[src/rtl/uart_tx_fifo_sequencer_if.sv]
// FIFO read port and transmitter load handshake between the TX sequencer and its neighbours.
interface uart_tx_fifo_sequencer_if #(
  parameter int unsigned DATA_WIDTH = 8
);
  logic                  fifo_empty;
  logic [DATA_WIDTH-1:0] fifo_data;
  logic                  fifo_read_n;
  logic                  tx_ready;
  logic                  tx_load;
  logic [DATA_WIDTH-1:0] tx_data;

  modport master (
    input  fifo_empty, fifo_data, tx_ready,
    output fifo_read_n, tx_load, tx_data
  );

  modport slave (
    output fifo_empty, fifo_data, tx_ready,
    input  fifo_read_n, tx_load, tx_data
  );
endinterface

[src/rtl/uart_tx_fifo_sequencer.sv]
// Sole reader of the UART TX FIFO: strobes a read, waits out the FIFO read latency,
// captures the byte and hands it to the transmitter; flush drains without sending.
module uart_tx_fifo_sequencer #(
  parameter int unsigned DATA_WIDTH   = 8,
  parameter int unsigned CNT_WIDTH    = 16,
  parameter int unsigned READ_LATENCY = 2
) (
  input  logic                   clock,
  input  logic                   reset_n,
  input  logic                   enable,
  input  logic                   flush,
  input  logic                   clr_count,
  uart_tx_fifo_sequencer_if.master bus,
  output logic                   busy,
  output logic [CNT_WIDTH-1:0]   sent_count
);

  localparam int unsigned WAIT_W    = 2;
  // WAIT lasts READ_LATENCY-1 cycles; the down-counter is loaded with one less than that
  localparam int unsigned WAIT_LOAD = (READ_LATENCY > 1) ? READ_LATENCY - 2 : 0;

  typedef enum logic [2:0] {
    IDLE = 3'd0,
    RD   = 3'd1,
    WAIT = 3'd2,
    CAP  = 3'd3,
    SEND = 3'd4
  } state_t;

  state_t                state, state_nxt;
  logic [WAIT_W-1:0]     wait_cnt, wait_nxt;
  logic [DATA_WIDTH-1:0] hold_q;
  logic                  load_c;

  // State and latency counter registers
  always_ff @(posedge clock or negedge reset_n) begin
    if (!reset_n) begin
      state    <= IDLE;
      wait_cnt <= '0;
    end else begin
      state    <= state_nxt;
      wait_cnt <= wait_nxt;
    end
  end

  // Next-state and combinational load decision; flush beats tx_ready in SEND
  always_comb begin
    state_nxt = state;
    wait_nxt  = wait_cnt;
    load_c    = 1'b0;
    case (state)
      IDLE: begin
        if ((enable | flush) & ~bus.fifo_empty) state_nxt = RD;
      end
      RD: begin
        if (READ_LATENCY > 1) begin
          state_nxt = WAIT;
          wait_nxt  = WAIT_W'(WAIT_LOAD);
        end else begin
          state_nxt = CAP;
        end
      end
      WAIT: begin
        if (wait_cnt == '0) state_nxt = CAP;
        else                wait_nxt  = wait_cnt - WAIT_W'(1);
      end
      CAP: begin
        state_nxt = flush ? IDLE : SEND;
      end
      SEND: begin
        if (flush) begin
          state_nxt = IDLE;
        end else if (bus.tx_ready) begin
          load_c    = 1'b1;
          state_nxt = IDLE;
        end
      end
      default: state_nxt = IDLE;
    endcase
  end

  assign bus.tx_load = load_c;
  assign bus.tx_data = hold_q;

  // Registered strobes derived from the upcoming state so they align with it
  always_ff @(posedge clock or negedge reset_n) begin
    if (!reset_n) begin
      bus.fifo_read_n <= 1'b1;
      busy            <= 1'b0;
    end else begin
      bus.fifo_read_n <= (state_nxt != RD);
      busy            <= (state_nxt != IDLE);
    end
  end

  // Capture register: FIFO data is valid during CAP, even if the byte is then flushed
  always_ff @(posedge clock or negedge reset_n) begin
    if (!reset_n)          hold_q <= '0;
    else if (state == CAP) hold_q <= bus.fifo_data;
  end

  // Transmitted-byte counter; clear wins over a coincident increment
  always_ff @(posedge clock or negedge reset_n) begin
    if (!reset_n)       sent_count <= '0;
    else if (clr_count) sent_count <= '0;
    else if (load_c)    sent_count <= sent_count + CNT_WIDTH'(1);
  end

endmodule

[src/flat_wrapper.sv]
// flat-port wrapper written by rule: the top's interface ports become plain ports
module uart_tx_fifo_sequencer_flat 
#(
  parameter int unsigned DATA_WIDTH   = 8,
  parameter int unsigned CNT_WIDTH    = 16,
  parameter int unsigned READ_LATENCY = 2
)
  (clock, reset_n, enable, flush, clr_count, busy, sent_count, bus_fifo_empty, bus_fifo_data, bus_tx_ready, bus_fifo_read_n, bus_tx_load, bus_tx_data);
  uart_tx_fifo_sequencer_if #(.DATA_WIDTH(DATA_WIDTH)) bus_i ();
  input  logic clock;
  input  logic reset_n;
  input  logic enable;
  input  logic flush;
  input  logic clr_count;
  output logic busy;
  output logic [CNT_WIDTH-1:0] sent_count;
  input wire logic [$bits(bus_i.fifo_empty)-1:0] bus_fifo_empty;
  input wire logic [$bits(bus_i.fifo_data)-1:0] bus_fifo_data;
  input wire logic [$bits(bus_i.tx_ready)-1:0] bus_tx_ready;
  output wire logic [$bits(bus_i.fifo_read_n)-1:0] bus_fifo_read_n;
  output wire logic [$bits(bus_i.tx_load)-1:0] bus_tx_load;
  output wire logic [$bits(bus_i.tx_data)-1:0] bus_tx_data;
  assign bus_i.fifo_empty = bus_fifo_empty;
  assign bus_i.fifo_data = bus_fifo_data;
  assign bus_i.tx_ready = bus_tx_ready;
  assign bus_fifo_read_n = bus_i.fifo_read_n;
  assign bus_tx_load = bus_i.tx_load;
  assign bus_tx_data = bus_i.tx_data;
  uart_tx_fifo_sequencer #(.DATA_WIDTH(DATA_WIDTH), .CNT_WIDTH(CNT_WIDTH), .READ_LATENCY(READ_LATENCY)) u_core (.clock(clock), .reset_n(reset_n), .enable(enable), .flush(flush), .clr_count(clr_count), .bus(bus_i), .busy(busy), .sent_count(sent_count));
endmodule
[config.mk]
export PLATFORM = sky130hd
export DESIGN_NAME = uart_tx_fifo_sequencer_flat
export DESIGN_NICKNAME = d
export VERILOG_FILES = /design/src/rtl/uart_tx_fifo_sequencer_if.sv /design/src/rtl/uart_tx_fifo_sequencer.sv /design/src/flat_wrapper.sv
export SDC_FILE = /design/constraint.sdc
export NUM_CORES = 1
export LEC_CHECK = 0
export CAP_MARGIN = 20
export CORE_MARGIN = 4
export CORE_UTILIZATION = 25
export CTS_BUF_LIST = sky130_fd_sc_hd__clkbuf_16
export CTS_CLUSTER_DIAMETER = 80
export DETAILED_ROUTE_END_ITERATION = 16
export GPL_TIMING_DRIVEN = 1
export PLACE_DENSITY_LB_ADDON = 0.12
export SLEW_MARGIN = 10
export SYNTH_ARGS = -nofsm -noshare
export SYNTH_HDL_FRONTEND = slang
export SYNTH_SLANG_ARGS = --single-unit
[constraint.sdc]
create_clock -name clock -period 1.7 [get_ports clock]
set_clock_uncertainty 0.2 [all_clocks]
set_input_delay 0.425 -clock clock [delete_from_list [all_inputs] [get_ports clock]]
set_output_delay 0.425 -clock clock [all_outputs]
set_load 0.05 [all_outputs]
Word-level counts from Yosys, hierarchy flattened
Cells that the tools add are included.
Widths: inputs -> output; s select.
{"block": "totals", "ff_bits": 31, "latch_bits": 0, "mem_bits_rw": 0, "mem_bits_ro": 0, "inputBits": 15, "output_inout_bits": 27, "word_cells": 36, "n_memories": 0}
{"block": "classes", "add_sub_neg": 2, "multipliers": 0, "div_mod_pow": 0, "n_lt_le_gt_ge": 0, "eq_ne": 6, "shifts": 0, "muxes": 13, "n_bitwise": 3, "reduce_logical": 6}
{"cell": "$mux 16", "n": 2}
{"cell": "$add 16x1->16 const B", "n": 1}
{"cell": "$mux 3", "n": 5}
{"cell": "$pmux 3 s5", "n": 1}
{"cell": "$eq 3x2->1 const B", "n": 2}
{"cell": "$pmux 2 s2", "n": 1}
{"cell": "$reduce_bool 2->1", "n": 2}
{"cell": "$eq 3x1->1 const B", "n": 1}
{"cell": "$eq 3x3->1 const B", "n": 1}
{"cell": "$logic_not 3->1", "n": 1}
{"cell": "$mux 1", "n": 3}
{"cell": "$ne 3x1->1 const B", "n": 1}
{"cell": "$reduce_bool 3->1", "n": 1}
{"cell": "$logic_not 2->1", "n": 1}
{"cell": "$mux 2", "n": 1}
{"cell": "$ne 2x2->1 const B", "n": 1}
{"cell": "$reduce_and 2->1", "n": 1}
{"cell": "$sub 2x1->2 const B", "n": 1}
{"cell": "$and 1x1->1", "n": 1}
{"cell": "$not 1->1", "n": 1}
{"cell": "$or 1x1->1", "n": 1}

Depth between registers and ports, before layout
{"block": "logic_depth", "depth_word": 5, "ltp_mapped": 6}

Worst setup path after synthesis
Ideal clock, no wire load.
{"block": "synth_timing", "path_kind": "reg2reg", "from": "register u_core.sent_count[0]", "to": "register u_core.sent_count[12]", "setup_ns": 0.078, "t_arrival_ns": 1.777, "required_ns": 1.422, "setup_slack_ns": -0.354, "path_stages_with_launch": 6, "path_cell_list": "dfrtp_1 -> ha_1 -> and4b_1 -> nand4_4 -> or3_1 -> a21oi_1"}
{"block": "synth_via", "elab_chain_cells": 3}
{"item": "start, declared", "line": "uart_tx_fifo_sequencer.sv:15", "text": "output logic [CNT_WIDTH-1:0] sent_count"}
{"item": "start signal, assigned", "line": "uart_tx_fifo_sequencer.sv:106", "text": "else if (load_c) sent_count <= sent_count + CNT_WIDTH'(1);"}
{"item": "$add 16x1->16", "line": "uart_tx_fifo_sequencer.sv:106"}
{"item": "$mux 16", "line": "uart_tx_fifo_sequencer.sv:106"}
{"item": "$mux 16", "line": "uart_tx_fifo_sequencer.sv:105", "text": "else if (clr_count) sent_count <= '0;"}
Every way passes these cells. The select of a mux whose other input is x is not followed.
A chain may end at the register's enable or synchronous reset.

Final worst setup path
{"block": "layout_timing", "from": "register u_core.state[0]", "to": "output bus_tx_load"}
{"block": "layout_via", "elab_chain_cells": 2}
{"item": "start, declared", "line": "uart_tx_fifo_sequencer.sv:30", "text": "state_t state, state_nxt;"}
{"item": "start signal, assigned", "line": "uart_tx_fifo_sequencer.sv:41", "text": "state <= state_nxt;"}
{"item": "$eq 3x3->1", "line": "uart_tx_fifo_sequencer.sv:51", "text": "case (state)"}
{"item": "$mux 1", "line": "uart_tx_fifo_sequencer.sv:51"}
{"item": "end, declared", "line": "flat_wrapper.sv:21", "text": "output wire logic [$bits(bus_i.tx_load)-1:0] bus_tx_load;"}
Every way passes these cells.

==> metrics.csv <==
stage,metric,value,unit
floorplan,dieWidth,84.7,µm
floorplan,io-pin-count,42,
sta,relSlewSlack,82.0,%
clocking,clockBufferDepth,2,
sta,setup_viol,8,
pwr,p_sw_share,34.5,%
synthesis,yosysUniqueCellTypes,33,
final_layout,multiInputGateArea,731,µm²
sta,drv_slew,0,
placement,io_buffer_count,41,
outcome,violations,negative setup slack,
drt,via_per_inst,4.64,
clocking,cts_num_sinks,31,
clocking,cts_tree,done,
synthesis,synth_largest_area_cell,dfrtp_1,
global_route,grt_pass1_wl,6340,µm
worst_setup_path,r2r-end,u_core.sent_count[9],
flow_run,maxCapViolCount,0,
pwr,p_leak,1.19,nW
placement,dp_hpwl,2920,µm
synthesis,syn-cell-area,1470,µm²
worst_hold_path,hold_class,input port to async pin,
drt,wl_per_cell,13.5,µm
sta,grt_setup_unrepaired,true,
floorplan,initial_utilization,26.2,%
synthesis,synthMuxAreaShare,6.13,%
sta,finalHoldViolations,0,
pwr,p_sw,1.15,mW
worst_setup_path,crit_path_start_kind,flip-flop,
synthesis,synth_top_family_by_area,simple AND/OR/NAND/NOR gates,
worst_setup_path,crit_required,1.07,ns
floorplan,die_y,84.7,µm
outcome,status,"complete, but fails checks",
sta,tightest_slew,0.269,ns
floorplan,die_area,7170,µm²
pwr,peakVddDrop,0.000500,V
global_route,globalRouteTotalUtil,11.1,%
clocking,htree_num_levels,2,
sta,fin_ws,-0.205,ns
synthesis,async_flop_share,100,%
clocking,numCtsBuffers,5,
drt,ant_nets,0,
worst_setup_path,cp_max_fo,2,
drt,via_count,1346,
synthesis,ys_seq_area_share,52.9,%
clocking,clock_latency,0.27,ns
pwr,combinationalPowerShare,44.4,%
worst_setup_path,cp-end-kind,primary output,
final_layout,final_area,2770,µm²
synthesis,yosys.area_share.simple,23.0,%
drt,first_pass_iters,4,
drt,drt_iter0_markers,72,
sta,period_needed,1.91,ns
synthesis,syn-num-nets,153,
worst_setup_path,rrSetupSlack,-0.21,ns
synthesis,ys_top_cells_by_area,"dfrtp_1, mux2_2, a21oi_1",
synthesis,ys_ff_latch,31,
pwr,seq_power_share,31.2,%
placement,gp_congestion,0.810,
worst_setup_path,critPathCapture,bus_tx_load,
sta,tns,-1.08,ns
final_layout,n_fill_cell,514,
global_route,antenna_found_initial,0,
synthesis,yosysWarnings,0,
synthesis,synthAdderAreaFrac,1.70,%
synthesis,synth_commonest_cells,"dfrtp_1, a21oi_1, o21ai_0",
final_layout,ff_latch_area,788,µm²
final_layout,fin_nets,234,
final_layout,antenna_cells,0,
clocking,root_buffer,clkbuf_16,
synthesis,synthCells,136,
pwr,p_per_area,1210,nW/µm²
sta,clock.fmax,525,MHz
worst_setup_path,reg2reg_from,u_core.state[0],
worst_setup_path,crit_start,u_core.state[0],
global_route,grt_pass1_vias,1347,
final_layout,drive_gt1_share,49.1,%
floorplan,core.rowCount,27,
synthesis,synth_xor_area_share,5.37,%
synthesis,synth_edf_count,0,
synthesis,synth_most_common_cell,dfrtp_1,
synthesis,netlist.area_leader.share,51.1,%
worst_setup_path,critPathArrivalTime,1.28,ns
drt,routed_wl,3900,µm
synthesis,avgSynthCellArea,10.8,µm²
worst_setup_path,crit_type,flip-flop to primary output,
pwr,clkPwrFrac,24.4,%
floorplan,coreArea,5610,µm²
drt,drcViolationCount,0,
synthesis,ys_dominant_reg_cell,dfrtp_1,
final_layout,syn2layout_area_growth,88.5,%
worst_setup_path,r2r_cells,7,
pwr,power_report.internal_total,2.19,mW
placement,dpl-instance-area,2490,µm²
global_route,gr-total-overflow,0,
clocking,cts.clk_slew.worst_paths,0.05,ns
global_route,grt_max_degree,32,
sta,fin_crit_sh,112,%
synthesis,synth_compound_area_share,8.01,%
[metrics by stage]
stage	hold slack, ns	instances	util, %	total power, mW	setup WS [ns]
after floorplan	-0.0706	136	-	1.75	-0.145
after detailed placement	0.319	273	44.4	2.48	-0.528
after global placement	0.288	273	44.4	2.46	-0.460
after global routing	0.338	290	49.4	3.50	-0.271
final	0.311	290	49.4	3.34	-0.205
after CTS	0.322	284	47.5	3.34	-0.196
[routing by layer]
layer  vias up  global-route usage [%]  share of wire, %
li1        648                       -                 -
met3         7                    3.83               4.6
met5         -                       0                 0
met1       666                    12.8                41
met4         0                    5.76               1.5
met2        25                    18.1                53
[worst max-delay path, cell delays in order, from the launching register on]
cell and delay [ns]:
dfrtp_1 0.41, nor3b_4 0.23, buf_6 0.13, nand2_4 0.05, clkinvlp_4 0.07, buf_12 0.13
[placed cells by master (no fill, tap or decap), drive strengths merged, types with 3 or more instances in the layout]
| cell | instances |
|---|---|
| nand2 | 7 |
| or3 | 7 |
| xnor2 | 3 |
| clkbuf | 5 |
| inv | 6 |
| a21oi | 11 |
| buf | 64 |
| nor2 | 9 |
| nand4 | 4 |
| dfrtp | 30 |
| o21ai | 11 |
| and4 | 3 |
| clkdlybuf4s50 | 12 |
| mux2 | 8 |
| nand3 | 7 |
| xor2 | 6 |
[sequential cells by signal, summed over array words and instances, names as in the netlist]
name / cells
u_core.bus.fifo_read_n: 1
u_core.bus.tx_data: 8
u_core.busy: 1
u_core.sent_count: 16
u_core.state: 3
u_core.wait_cnt: 2
[cells by family after synthesis]
logic type | count (synthesis)
AOI/OAI and AO/OA | 23
xor gates and xnor gates | 9
adders and majority gates | 2
buffers and inverters | 10
DFF | 31
muxes | 8
and+or+nand+nor | 53
[power by group through the flow]
stage	registers (mW)	clock network [mW]	logic [mW]
after floorplan	1.38	0	0.368
after global placement	1.05	0	1.41
after detailed placement	1.06	0	1.42
after CTS	1.05	0.839	1.45
after global routing	1.06	0.878	1.56
final	1.04	0.816	1.49
[how the worst min path moves through the flow]
stage | slack (ns) | from | end
final | 0.31 | reset_n | u_core.sent_count[5]
after global routing | 0.34 | reset_n | u_core.sent_count[6]
after CTS | 0.32 | reset_n | u_core.sent_count[6]
after detailed placement | 0.32 | u_core.wait_cnt[1] | u_core.wait_cnt[1]
after global placement | 0.29 | u_core.wait_cnt[1] | u_core.wait_cnt[1]
after floorplan | -0.07 | reset_n | u_core.bus.tx_data[0]
[area by class of cell]
type / instances / area share (%)
flip-flops and latches: 31 / 28.5
repair buffers: 78 / 36.0
multi-input cells: 95 / 26.4
clock inverters: 3 / 0.452
inverters: 6 / 0.949
well taps: 72 / 3.25
clock buffers: 5 / 4.52
[timing repair]
action / in CTS / in global routing
setup endpoints to repair: 11 / 14
gates resized for setup: 8 / 15
setup buffers: 4 / 6
pin swaps: 8 / 7
cloned: 0 / 0
hold buffers: 0 / 0
No activity file was read; power rests on OpenSTA's default activity.
